File: config.mk
export PLATFORM = sky130hd
export DESIGN_NAME = ascii_uart_tx
export DESIGN_NICKNAME = d
export VERILOG_FILES = /design/src/rtl/ascii_uart_tx.sv
export SDC_FILE = /design/constraint.sdc
export NUM_CORES = 1
export LEC_CHECK = 0
export CAP_MARGIN = 10
export CORE_ASPECT_RATIO = 0.75
export CORE_MARGIN = 5
export CORE_UTILIZATION = 57
export CTS_CLUSTER_DIAMETER = 80
export CTS_CLUSTER_SIZE = 25
export DETAILED_ROUTE_END_ITERATION = 7
export PLACE_DENSITY = 0.77
export SLEW_MARGIN = 20
export SYNTH_ARGS = -nofsm -noshare
export SYNTH_HDL_FRONTEND = slang
export SYNTH_SLANG_ARGS = --single-unit
File: constraint.sdc
create_clock -name clk -period 4.95 [get_ports clk]
set_input_delay 0.99 -clock clk [delete_from_list [all_inputs] [get_ports clk]]
set_output_delay 0.99 -clock clk [all_outputs]
set_load 0.005 [all_outputs]
File: src/rtl/ascii_uart_tx.sv
// Character FIFO feeding an 8N1 UART serialiser. tx is registered and idles high.
// Characters are popped only at the decision points in IDLE and at the end of STOP.
module ascii_uart_tx #(
  parameter int CLKS_PER_BIT = 16,
  parameter int FIFO_DEPTH   = 4,
  parameter bit DROP_NUL     = 1'b1
) (
  input  logic                          clk,
  input  logic                          reset,
  input  logic [7:0]                    char_in,
  input  logic                          char_valid,
  output logic                          char_ready,
  input  logic                          en,
  output logic                          tx,
  output logic                          busy,
  output logic [$clog2(FIFO_DEPTH):0]   fifo_level
);
  localparam int PW = $clog2(FIFO_DEPTH);
  localparam int LW = PW + 1;
  localparam int BW = $clog2(CLKS_PER_BIT);

  typedef enum logic [1:0] {IDLE, START, DATA, STOP} state_e;

  logic [7:0]    mem_q [FIFO_DEPTH];
  logic [PW-1:0] wr_q, rd_q;
  logic [LW-1:0] level_q, level_d;
  state_e        state_q;
  logic [BW-1:0] baud_q;
  logic [2:0]    bit_q;
  logic [7:0]    shift_q;
  logic          tx_q;
  logic          push, pop, baud_end;

  assign baud_end   = (baud_q == BW'(CLKS_PER_BIT - 1));
  assign char_ready = (level_q != LW'(FIFO_DEPTH));
  assign push       = char_valid && char_ready && !(DROP_NUL && (char_in == 8'h00));
  // Pop only reads entries written on an earlier edge, so there is no write-through path.
  assign pop        = en && (level_q != '0) &&
                      ((state_q == IDLE) || ((state_q == STOP) && baud_end));

  always_comb begin
    level_d = level_q;
    if (push && !pop)      level_d = level_q + LW'(1);
    else if (pop && !push) level_d = level_q - LW'(1);
  end

  always_ff @(posedge clk) begin
    if (push) mem_q[wr_q] <= char_in;
  end

  always_ff @(posedge clk) begin
    if (reset) begin
      wr_q    <= '0;
      rd_q    <= '0;
      level_q <= '0;
    end else begin
      if (push) wr_q <= wr_q + PW'(1);
      if (pop)  rd_q <= rd_q + PW'(1);
      level_q <= level_d;
    end
  end

  always_ff @(posedge clk) begin
    if (reset) begin
      state_q <= IDLE;
      baud_q  <= '0;
      bit_q   <= '0;
      shift_q <= '0;
      tx_q    <= 1'b1;
    end else begin
      case (state_q)
        IDLE: begin
          baud_q <= '0;
          tx_q   <= 1'b1;
          if (pop) begin
            shift_q <= mem_q[rd_q];
            state_q <= START;
            tx_q    <= 1'b0;
          end
        end
        START: begin
          if (baud_end) begin
            baud_q  <= '0;
            bit_q   <= '0;
            state_q <= DATA;
            tx_q    <= shift_q[0];
          end else begin
            baud_q <= baud_q + BW'(1);
          end
        end
        DATA: begin
          if (baud_end) begin
            baud_q <= '0;
            if (bit_q == 3'd7) begin
              state_q <= STOP;
              tx_q    <= 1'b1;
            end else begin
              shift_q <= shift_q >> 1;
              bit_q   <= bit_q + 3'd1;
              tx_q    <= shift_q[1];
            end
          end else begin
            baud_q <= baud_q + BW'(1);
          end
        end
        STOP: begin
          if (baud_end) begin
            baud_q <= '0;
            // Chain straight into the next start bit when more data is queued.
            if (pop) begin
              shift_q <= mem_q[rd_q];
              state_q <= START;
              tx_q    <= 1'b0;
            end else begin
              state_q <= IDLE;
              tx_q    <= 1'b1;
            end
          end else begin
            baud_q <= baud_q + BW'(1);
          end
        end
        default: begin
          state_q <= IDLE;
          tx_q    <= 1'b1;
        end
      endcase
    end
  end

  assign tx         = tx_q;
  assign busy       = (state_q != IDLE);
  assign fifo_level = level_q;
endmodule
==> flow_summary.yaml <==
yosys:
  synth.distinct_cells: 46
  synth-edff-count: 32
  yosysMostFrequentCell: "edfxtp_1"
  synth_fp_nets: 230
  synth_top_cell_by_area: "edfxtp_1"
  ys_top_cells_by_area: "edfxtp_1 36%, dfxtp_1 20%, mux4_2 6.8%, ha_1 6.1%, mux2i_1 3.8%"
  synth_cells: 204
  synth_ff_type: "edfxtp_1"
  synth_top_cell_area_share: 0.362
  yosys-top-cells-count: "32 x edfxtp_1, 27 x dfxtp_1, 15 x nor2_1, 15 x nor3_1, 13 x ha_1"
  syn_avg_cell_area_um2: 13.0
  yosysSeqAreaShare: 0.566
  netlist_area_um2: 2650
  yosys_warnings: 0
  yosys_register_bits: 59
  async_flop_share: 0
timing:
  tns_ps: 0
  rsz0062_at_grt: "no"
  finalCriticalPeriod_ps: 3250
  skew_ps: 7.48
  drv_slew: 0
  tightestPinTransition_ps: 938
  finalCritPeriodShare: 0.656
  fmax_mhz: 308
  hold_violations: 0
  max_slew_margin: 0.373
  setup_violations: 0
cts:
  clock_sinks: 59
  cts.clk_slew.worst_paths_ps: 80
  holdBufCountCts: 0
  ctsResizeCount: 0
  cts_tree: "yes"
  clk-insertion-delay-late_ps: 340
  cts_buffers: 9
  htreeDepth: 3
  cts.path.max_buffers: 2
  post-cts-setup-buffer-count: 0
  cts-root-buf: "clkbuf_8"
global_route:
  grt_pass1_wl_um: 8450
  grt_overflow: 0
  grt_start_max_net_pins: 25
  grt_pass1_vias: 1699
  grt_usage: 0.185
  antenna_found_initial: 0
placed_design:
  gp_congestion: 0.822
  numPortBuffers: 17
  place_hpwl_um: 3510
drt:
  via_per_inst: 5.80
  via_count: 1666
  ant_nets: 0
  totalWireLength_um: 4990
  first_pass_iters: 4
  drc: 0
  drt_iter0_drc: 74
  wire_per_inst_um: 17.4
final_layout:
  post-route-util: 0.681
  fillers: 307
  antennaDiodeCount: 0
  area_growth_pct: 15.3
  layout-drive-gt1-share: 0.139
  nets: 251
flow_run:
  drv_cap: 0
worst_setup_path:
  worstSetupEndpointType: "flop"
  slowest_stage: "clkdlybuf4s50_1"
  crit_chain: "clkdlybuf4s50_1 -> nor4_1 -> a221oi_2 -> ha_1 -> inv_1 -> fa_1 -> xor2_1 -> or3_1 -> a21oi_1"
  crit_end: "fifo_level[2]$_SDFFE_PP0P_"
  reg2reg_depth: 9
  worst_ep_required_time_ps: 5210
  path_class: "in -> reg"
  crit_path_max_fanout: 7
  arrival_ps: 3500
  r2r_start: "state_q[0]$_SDFFE_PP0P_"
  cp-startpoint: "char_in[3]"
  rr_endpoint: "fifo_level[2]$_SDFFE_PP0P_"
  cp-start-kind: "input pin"
  r2r_setup_slack_ps: 2240
  max_stage_delay_ps: 570
floorplanning:
  die_w_um: 88.8
  ios: 18
  coreArea_um2: 4490
  fp.dieH_um: 69.1
  num_rows: 21
  dieArea_um2: 6130
  start_util: 0.590
run_status:
  status: "completed"
pwr:
  powerDensity_nw_per_um2: 568
  leakagePower_uw: 0.00108
  ir_worst_vdd_mv: 0.328
worst_hold_path:
  hold_class: "reg -> reg"
==> where the power goes <==
group | total [µW] | switching [µW] | leakage, µW | internal [µW]
clock network | 454 | 213 | 0.000102 | 241
logic | 584 | 297 | 0.000467 | 287
registers | 698 | 83.7 | 0.000514 | 615
==> worst max-delay path, delay by kind of cell <==
| kind | cells | cell delay (ps) |
|---|---|---|
| AO/OA/AOI/OAI | 2 | 650 |
| adder cells (fa/ha/maj) | 2 | 650 |
| buffers and inverters | 2 | 630 |
| AND/OR/NAND/NOR | 2 | 400 |
| XOR/XNOR | 1 | 180 |
==> layer usage <==
metal | track usage | wire length [µm]
met5 | 0 | 0
met4 | 0.0755 | 95
met3 | 0.0607 | 240
met2 | 0.266 | 2340
met1 | 0.256 | 2320
==> sequential cells by signal, summed over array words and instances, names as in the netlist, named ones only <==
name        cells
baud_q          4
bit_q           3
fifo_level      3
mem_q          32
rd_q            2
shift_q         8
state_q         2
tx              1
wr_q            2
==> area by class of cell <==
cell class / instances / area, µm² / share of cell area
Timing Repair Buffer: 17 / 170 / 0.0556
Clock buffer: 9 / 124 / 0.0405
Inverter: 8 / 30.0 / 0.00982
Sequential cell: 59 / 1500 / 0.491
Multi-Input combinational cell: 130 / 1080 / 0.353
Clock inverter: 7 / 81.3 / 0.0266
Tap cell: 57 / 71.3 / 0.0233
==> how the worst min path moves through the flow <==
stage | from | slack (ps) | cells after the start | to
after floorplan | baud_q[0]$_SDFF_PP0_ | 420 | 1 | baud_q[0]$_SDFF_PP0_
after global placement | baud_q[0]$_SDFF_PP0_ | 430 | 1 | baud_q[0]$_SDFF_PP0_
after detailed placement | baud_q[0]$_SDFF_PP0_ | 440 | 1 | baud_q[0]$_SDFF_PP0_
after CTS | baud_q[0]$_SDFF_PP0_ | 450 | 1 | baud_q[0]$_SDFF_PP0_
after global routing | baud_q[0]$_SDFF_PP0_ | 490 | 1 | baud_q[0]$_SDFF_PP0_
final | baud_q[0]$_SDFF_PP0_ | 450 | 1 | baud_q[0]$_SDFF_PP0_
==> cell families after synthesis <==
group | count (synthesis) | synth area share
AOI/OAI and AO/OA | 30 | 0.0830
muxes | 18 | 0.106
buffers and inverters | 15 | 0.0264
DFF | 59 | 0.566
and+or+nand+nor | 61 | 0.127
xor gates and xnor gates | 7 | 0.0231
adders and majority gates | 14 | 0.0689
==> placed cells by master, fill, tap and decap left out, types with 7 or more instances in the layout <==
cell,Yosys,routed
clkbuf_8,0,9
clkdlybuf4s50_1,0,17
dfxtp_1,27,27
edfxtp_1,32,32
ha_1,13,13
inv_1,8,8
mux2i_1,10,10
mux4_2,8,8
nand2_1,7,7
nor2_1,15,15
nor3_1,15,15
o21ai_0,7,7
==> through the flow <==
step / instances / instance area [µm²] / total power, µW / worst slack [ps] / hold slack [ps]
floorplan: 204 / 2650 / 1130 / 2170 / 418
CTS: 287 / 3060 / 1750 / 1720 / 449
finish: 287 / 3060 / 1740 / 1700 / 447
global route: 287 / 3060 / 1850 / 1560 / 489
detailed placement: 271 / 2850 / 1290 / 1350 / 439
global placement: 271 / 2850 / 1260 / 1460 / 425
Power figures use the tool's default switching activity.
